--- config.mk ---
export PLATFORM = sky130hd
export DESIGN_NAME = ipdom_stack_mw
export DESIGN_NICKNAME = d
export VERILOG_FILES = /design/src/rtl/ipdom_pkg.sv /design/src/rtl/VX_dp_ram.sv /design/src/rtl/ipdom_stack_mw.sv
export SDC_FILE = /design/constraint.sdc
export NUM_CORES = 2
export LEC_CHECK = 0
export ABC_AREA = 1
export BUFFER_PORTS_ARGS = -buffer_cell sky130_fd_sc_hd__buf_4
export CAP_MARGIN = 20
export CORE_ASPECT_RATIO = 2
export CORE_UTILIZATION = 35
export CTS_CLUSTER_DIAMETER = 80
export DETAILED_ROUTE_END_ITERATION = 10
export PLACE_DENSITY = 0.58
export SYNTH_ARGS = -nofsm -noshare
export SYNTH_HDL_FRONTEND = slang
export SYNTH_SLANG_ARGS = --single-unit
--- constraint.sdc ---
create_clock -name clk -period 7.15 [get_ports clk]
set_clock_uncertainty 0.15 [all_clocks]
set_input_delay 1.43 -clock clk [delete_from_list [all_inputs] [get_ports clk]]
set_output_delay 1.43 -clock clk [all_outputs]
set_load 0.03 [all_outputs]
--- src/rtl/ipdom_pkg.sv ---
// Shared defaults, derived widths and record types for the multi-warp IPDOM
// reconvergence stack.
package ipdom_pkg;

  localparam int unsigned DEF_WIDTH     = 32;
  localparam int unsigned DEF_DEPTH     = 8;
  localparam int unsigned DEF_NUM_WARPS = 4;

  // Warp-id width never collapses to zero bits, even for a single warp.
  function automatic int unsigned widx_of(input int unsigned num_warps);
    return (num_warps > 1) ? $clog2(num_warps) : 1;
  endfunction

  localparam int unsigned WIDX = widx_of(DEF_NUM_WARPS);
  localparam int unsigned PTRW = $clog2(DEF_DEPTH) + 1;

  typedef struct packed {
    logic [DEF_WIDTH-1:0] join_v;
    logic [DEF_WIDTH-1:0] else_v;
  } ipdom_entry_t;

  typedef struct packed {
    logic [WIDX-1:0]      wid;
    logic [DEF_WIDTH-1:0] data;
    logic                 is_join;
  } ipdom_rsp_t;

endpackage

--- src/rtl/VX_dp_ram.sv ---
// Simple dual-port RAM: one synchronous write port, one registered read port.
// Contents are never reset.
module VX_dp_ram #(
  parameter int unsigned DATAW = 1,
  parameter int unsigned SIZE  = 2,
  parameter int unsigned ADDRW = (SIZE > 1) ? $clog2(SIZE) : 1
) (
  input  logic             clk,
  input  logic             write,
  input  logic [ADDRW-1:0] waddr,
  input  logic [DATAW-1:0] wdata,
  input  logic             read,
  input  logic [ADDRW-1:0] raddr,
  output logic [DATAW-1:0] rdata
);

  logic [DATAW-1:0] mem [SIZE];

  always_ff @(posedge clk) begin
    if (write) begin
      mem[waddr] <= wdata;
    end
    if (read) begin
      rdata <= mem[raddr];
    end
  end

endmodule

--- src/rtl/ipdom_stack_mw.sv ---
// Multi-warp IPDOM reconvergence stack: per-warp {else, join} stacks sharing one
// dual-port RAM, with a two-stage registered pop response and error pulses.
module ipdom_stack_mw
  import ipdom_pkg::*;
#(
  parameter  int unsigned WIDTH     = DEF_WIDTH,
  parameter  int unsigned DEPTH     = DEF_DEPTH,
  parameter  int unsigned NUM_WARPS = DEF_NUM_WARPS,
  localparam int unsigned WID_W     = widx_of(NUM_WARPS)
) (
  input  logic                 clk,
  input  logic                 reset_n,
  input  logic                 push_valid,
  input  logic [WID_W-1:0]     push_wid,
  input  logic [WIDTH-1:0]     push_else,
  input  logic [WIDTH-1:0]     push_join,
  input  logic                 pop_valid,
  input  logic [WID_W-1:0]     pop_wid,
  output logic                 rsp_valid,
  output logic [WID_W-1:0]     rsp_wid,
  output logic [WIDTH-1:0]     rsp_data,
  output logic                 rsp_is_join,
  output logic [NUM_WARPS-1:0] empty,
  output logic [NUM_WARPS-1:0] full,
  output logic                 err_overflow,
  output logic                 err_underflow,
  output logic                 err_conflict
);

  localparam int unsigned PTR_W = $clog2(DEPTH) + 1;
  localparam int unsigned ROWS  = NUM_WARPS * DEPTH;
  localparam int unsigned ROW_W = (ROWS > 1) ? $clog2(ROWS) : 1;

  logic [PTR_W-1:0]   count [NUM_WARPS];
  logic [ROWS-1:0]    part;

  logic [PTR_W-1:0]   push_cnt;
  logic [PTR_W-1:0]   pop_cnt;
  logic               push_legal;
  logic               pop_legal;
  logic               push_req;
  logic               pop_req;
  logic               conflict;
  logic               overflow;
  logic               underflow;
  logic               push_acc;
  logic               pop_acc;
  logic               pop_part;
  logic [ROW_W-1:0]   wrow;
  logic [ROW_W-1:0]   rrow;

  logic               s1_valid;
  logic [WID_W-1:0]   s1_wid;
  logic               s1_join;
  logic [2*WIDTH-1:0] ram_rdata;

  always_comb begin
    empty = '0;
    full  = '0;
    for (int unsigned w = 0; w < NUM_WARPS; w++) begin
      empty[w] = (count[w] == '0);
      full[w]  = (count[w] == PTR_W'(DEPTH));
    end
  end

  always_comb begin
    push_cnt = '0;
    pop_cnt  = '0;
    for (int unsigned w = 0; w < NUM_WARPS; w++) begin
      if (push_wid == WID_W'(w)) push_cnt = count[w];
      if (pop_wid == WID_W'(w))  pop_cnt  = count[w];
    end

    push_legal = (32'(push_wid) < NUM_WARPS);
    pop_legal  = (32'(pop_wid) < NUM_WARPS);
    push_req   = push_valid && push_legal;
    pop_req    = pop_valid && pop_legal;

    // Same-warp collision: the push wins, the pop is dropped regardless of fullness.
    conflict   = push_req && pop_req && (push_wid == pop_wid);
    overflow   = push_req && (push_cnt == PTR_W'(DEPTH));
    push_acc   = push_req && !overflow;
    underflow  = pop_req && !conflict && (pop_cnt == '0);
    pop_acc    = pop_req && !conflict && (pop_cnt != '0);

    wrow     = ROW_W'(32'(push_wid) * DEPTH + 32'(push_cnt));
    rrow     = ROW_W'(32'(pop_wid) * DEPTH + 32'(pop_cnt) - 32'd1);
    pop_part = part[rrow];
  end

  VX_dp_ram #(
    .DATAW (2 * WIDTH),
    .SIZE  (ROWS),
    .ADDRW (ROW_W)
  ) ram (
    .clk   (clk),
    .write (push_acc),
    .waddr (wrow),
    .wdata ({push_join, push_else}),
    .read  (pop_acc),
    .raddr (rrow),
    .rdata (ram_rdata)
  );

  always_ff @(posedge clk) begin
    if (!reset_n) begin
      for (int unsigned w = 0; w < NUM_WARPS; w++) begin
        count[w] <= '0;
      end
      part          <= '0;
      s1_valid      <= 1'b0;
      s1_wid        <= '0;
      s1_join       <= 1'b0;
      rsp_valid     <= 1'b0;
      rsp_wid       <= '0;
      rsp_data      <= '0;
      rsp_is_join   <= 1'b0;
      err_overflow  <= 1'b0;
      err_underflow <= 1'b0;
      err_conflict  <= 1'b0;
    end else begin
      // Accepted push and pop always target different warps, hence different rows.
      for (int unsigned w = 0; w < NUM_WARPS; w++) begin
        if (push_acc && push_wid == WID_W'(w)) begin
          count[w] <= count[w] + 1'b1;
        end else if (pop_acc && pop_part && pop_wid == WID_W'(w)) begin
          count[w] <= count[w] - 1'b1;
        end
      end
      if (push_acc) begin
        part[wrow] <= 1'b0;
      end
      if (pop_acc && !pop_part) begin
        part[rrow] <= 1'b1;
      end

      s1_valid <= pop_acc;
      s1_wid   <= pop_wid;
      s1_join  <= pop_part;

      rsp_valid <= s1_valid;
      if (s1_valid) begin
        rsp_wid     <= s1_wid;
        rsp_is_join <= s1_join;
        rsp_data    <= s1_join ? ram_rdata[2*WIDTH-1:WIDTH] : ram_rdata[WIDTH-1:0];
      end

      err_overflow  <= overflow;
      err_underflow <= underflow;
      err_conflict  <= conflict;
    end
  end

  wid_range_a: assert property (@(posedge clk) disable iff (!reset_n)
    (push_valid -> push_legal) && (pop_valid -> pop_legal));

endmodule

Yosys cells after proc, flatten, opt, wreduce, memory -nomap -nowiden
Memories as Yosys holds them, arrays and structs flattened. A register that Yosys moved wholly into a read port is not among the register bits. Cells that the tools add are included.

Register bits after elaboration: 75. Memory bits (writable): 2064. Memories kept: 2.

Memory list: ram.mem (depth 32, bits a word 64, read ports 1, clocked after memory_dff 1, write ports 1, line VX_dp_ram.sv:17) `logic [DATAW-1:0] mem [SIZE];`; count (depth 4, bits a word 4, read ports 4, clocked after memory_dff 0, write ports 4, line ipdom_stack_mw.sv:34) `logic [PTR_W-1:0] count [NUM_WARPS];`.

$add $sub $neg: 11. $lt $le $gt $ge: 4. Equality and inequality tests: 12. Muxes and demuxes: 57. Bitwise operators: 11. Reduce and logical (&&, ||, !) cells: 30.

Operators with widths (number): two-way mux 32 bit (4); two-way mux 4 bit (16); two-way mux 1 bit (34); bitwise AND 32 bit (1); NOT 32 bit (1); bitwise OR 32 bit (1); equality test 4 bit (second input constant) (5); zero test 4 bit (5); logical AND 1 bit (19); adder 4 x 1 -> 4 bit (second input constant) (4); subtractor 4 x 1 -> 4 bit (second input constant) (4); less-than comparator 5 x 6 -> 1 bit (second input constant) (2); adder 5 x 4 -> 5 bit (2); demux 1 bit (select 5 bit) (2); >= comparator 5 x 1 -> 1 bit (second input constant) (2); equality test 2 bit (second input constant) (4); bitwise OR 1 bit (8); binary-select mux 1 bit (select 5 bit) (1); subtractor 5 x 1 -> 5 bit (second input constant) (1); equality test 2 x 1 -> 1 bit (second input constant) (2); zero test 2 bit (2); nonzero test 4 bit (1); zero test 1 bit (3); equality test 2 bit (1).

Depth between registers and ports, before layout
Depth in word-level cells: 16. Gate-level depth with buffers: 29. Depth with buffers taken out: 25.

By module
Synthesis repeated with hierarchy kept, for this count alone.

Cell total of the unflattened synthesis: 7514. Area total of the unflattened synthesis: 88882.7 µm².

Modules (own cells, without submodules): VX_dp_ram (instances 1, cells each 6768, area an instance 83631.5 µm², seq. area each 63420.8 µm²); ipdom_stack_mw (instances 1, cells each 746, area an instance 5251.3 µm², seq. area each 1981.9 µm²).

Least setup slack after synthesis
OpenSTA, ideal clock, no wires.

Path type: in2reg. From: input push_wid[1]. To: memory ram.mem[1][0] (netlist bit) (enable). Arrival: 5.570 ns. Slack: 0.943 ns. Stages on the path: 11. Path buffers: 0. Path through: nor2_1 inv_1 o221ai_1 o21ai_0 ha_1 or2_2 nand2_1 inv_1 nor2_1 nand2_1 nor2_1.

Cells in the longest elaborated chain, start to end: 11. Elaborated cells on any way between the ends: 15.

Ends and longest elaborated chain: start, declared (line ipdom_stack_mw.sv:14) `input logic [WID_W-1:0] push_wid,`; zero test 2 bit (line ipdom_stack_mw.sv:70) `if (push_wid == WID_W'(w)) push_cnt = count[w];`; two-way mux 4 bit (4 in series) (line ipdom_stack_mw.sv:70); equality test 4 bit (line ipdom_stack_mw.sv:81) `overflow = push_req && (push_cnt == PTR_W'(DEPTH));`; logical AND 1 bit (line ipdom_stack_mw.sv:81); zero test 1 bit (line ipdom_stack_mw.sv:82) `push_acc = push_req && !overflow;`; logical AND 1 bit (line ipdom_stack_mw.sv:82); two-way mux 1 bit (line VX_dp_ram.sv:20) `if (write) begin`; two-way mux 1 bit (implied by the code) (line VX_dp_ram.sv:21) `mem[waddr] <= wdata;`; end, declared (line VX_dp_ram.sv:17).

Several ways; a longest one is shown, not always the timed one.

==> run metrics <==
io pins 119; layout cells sized above 1 8.97%; DIE AREA roughly 250000 sq um; failing checks DRC; Worst setup EP type flip-flop; pre-CTS WS about 1000 ps; Final TNS setup 0 ps; Worst Path Required around 7700 ps; run status finished with violations; Worst VDD drop 0.235 mV; largest net degree at the start of global routing approximately 230; count leader, synth edfxtp_1; Post-synth top cells edfxtp_1 (2128), nor2_1 (1122), o21ai_0 (999); post-cts sizing count 0; row cnt between 200 and 300; Netlist cell types between 50 and 60; CP cell instances buf_4, inv_1, nor2_1, nand2_1, nand2_4, nand2_8, inv_16, ha_1, clkinv_1, nor3_1, nor2_4, buf_4, nand3b_4, inv_1, ha_1, a21oi_1, nand2_1, xor2_1, mux2i_1; reg2reg path depth 17; combinational cell fraction of total power ~17%; Max Freq about 190 MHz; Starting Density 35.2%; WS Path Type primary input to flip-flop; clock power share 33.4%; CTS tree done; unrepaired setup endpoints after global routing false; sequential fraction of the synthesis area between 70% and 80%; first-pass GRT wire length 388000 microns; WL/cell ~27 microns; Worst Hold Depth 2; CTS buffer count ~180; setup repair bufs after CTS 0; WHS 312 ps; final setup fails 0; via count of the routed design 57784; critical path arrival between 5000 and 6000 ps; clock latency at the later pin of the worst-skew pair 860 ps; ys async rst share 0%; clk buf depth 4; post-route cell area a little under 100000 sq um; pwr dens 308 nW/um^2; Sw Pwr 8.79 mW; Seq pwr share between 40% and 50%; Top FF cell, synth edfxtp_1; final RePlAce weighted congestion 0.837; Post-Layout Cell Count approximately 10000; Syn Inst Count about 6900; synth warn 0; final setup margin 1830 ps; Iter 0 DRT Violations 6245; peak per-stage delay on the critical path 580 ps; Die Y 709 microns; Core ar. around 250000 sq um; worst rel slew slack 11.0%; GRT overflow 0; antenna violations before repair 17; Final Hold Viols 0; drt total wl ~270000 microns; Tcrit/Tclk final between 70% and 80%; Sink Count 2203; clock root cell clkbuf_16; Leak between 30 and 40 nW; Layout Area Growth over Synthesis 11.9%; Critical Path Source Type primary input; PortBufs 118; clock-pin slew on the worst setup and hold paths around 70 ps; Cells after DPL just under 10000; Post-Syn Area per Cell roughly 13 sq um; Total GRT Usage about a fifth; Util after Layout between 30% and 40%; H-tree lvl count 4; switching part of the total power ~30%; EDFF count, synth 2128; Syn Nets 6955; share of the synthesized area in the top cell type roughly three quarters; filler instances roughly 23000; CP max stage cell nor3_1; slew of the pin with the lowest slew margin around 1300 ps; hold_buf cts 0; critical path peak fanout 81; max-cap violations 0; Die X 356 microns; Antenna Violating Nets Remaining 0; Min Clock Period, post-route between 5000 and 6000 ps; detailed-route DRC error count a little over 70; DP HPWL roughly 140000 microns; Cell Area, Synth about 87000 sq um; Hold Path Class flip-flop to flip-flop; dominant cell type by area after synthesis edfxtp_1; internal power around 21 mW; first-pass iteration count of the detailed router 9; synth top area cells edfxtp_1 (73%), o21ai_0 (5.7%), nor2_1 (4.8%), o22ai_1 (3.7%), nand2_1 (3.0%); Pins Over Slew Limit 0; total power about 30 mW; vias per inst about 5.7; Placement Cell Area a little over 90000 sq um; vias in the first global route between 50000 and 60000; final net count just under 7000; Synth Register Bits 2203
-- critical path, delay by kind of cell --
family,cells,cell delay [ps]
and+or+nand+nor,8,1820
xor gates and xnor gates,1,190
muxes,1,240
AOI/OAI and AO/OA,1,150
adders and majority gates,2,540
buffers and inverters,6,1360
-- state kept, by name, indices dropped and copies added (netlist names) --
| signal | flops |
|---|---|
| err_overflow | 1 |
| err_conflict | 1 |
| s1_join | 1 |
| count | 16 |
| rsp_data | 32 |
| ram.mem | 2048 |
| rsp_wid | 2 |
| s1_wid | 2 |
| part | 32 |
| rsp_is_join | 1 |
| s1_valid | 1 |
| rsp_valid | 1 |
| ram.rdata | 64 |
| err_underflow | 1 |
-- layout make-up --
type | count | area, sq um | area share, %
Clock buffer | 230 | 4910 | 5.02
Tap cell | 3262 | 4080 | 4.17
Antenna cell | 11 | 27.5 | 0.0281
Clock inverter | 86 | 870 | 0.888
Multi-Input combinational cell | 4099 | 19800 | 20.3
Timing Repair Buffer | 245 | 2400 | 2.45
Inverter | 85 | 363 | 0.371
Sequential cell | 2203 | 65400 | 66.8
-- cells in the final DEF, fill, tap and decap left out, drive strengths merged, types with 10 or more instances in the layout --
master / n
o22ai: 514
inv: 84
a21oi: 354
o21ai: 1225
clkbuf: 230
edfxtp: 2128
nor2: 1125
bufinv: 17
ha: 15
nor3: 11
nand3: 90
dfxtp: 75
diode: 11
xor2: 10
buf: 245
nand2: 720
clkinv: 62
-- power by group through the flow --
stage	combinational, mW	clock, mW	sequential [mW]
6_report	5.21	10.1	14.9
4_1_cts	5.19	10.2	14.9
2_1_floorplan	3.20	0	15.0
3_3_place_gp	5.08	0	15.1
3_5_place_dp	5.17	0	15.1
5_1_grt	5.62	10.6	14.9
-- cell families after synthesis --
logic type | after synthesis | share of synthesized area, %
flops | 2203 | 74.8
compound gates | 2101 | 12.9
simple gates | 1964 | 8.98
buf+inv | 563 | 2.87
fa+ha+maj | 18 | 0.283
xor+xnor | 13 | 0.160
mux | 3 | 0.0343
-- routing by layer --
| metal | wire length [microns] | up-vias | part of all wire [%] | global-route usage, % |
|---|---|---|---|---|
| met5 | 68 | - | 0.025 | 0 |
| met4 | 16200 | 10 | 5.9 | 12.1 |
| met3 | 17200 | 627 | 6.3 | 2.44 |
| met2 | 139000 | 2453 | 51 | 37.1 |
| met1 | 99900 | 29614 | 37 | 24.5 |
| li1 | - | 25080 | - | - |
-- worst paths after layout --
kind	slack [ps]	start	end
min reg2reg	310	s1_wid[0]	rsp_wid[0]
min	310	s1_wid[0]	rsp_wid[0]
max reg2reg	2150	count[2][0]	count[1][3]
max	1830	pop_wid[1]	count[1][3]
(Power assumes the default switching activity.)
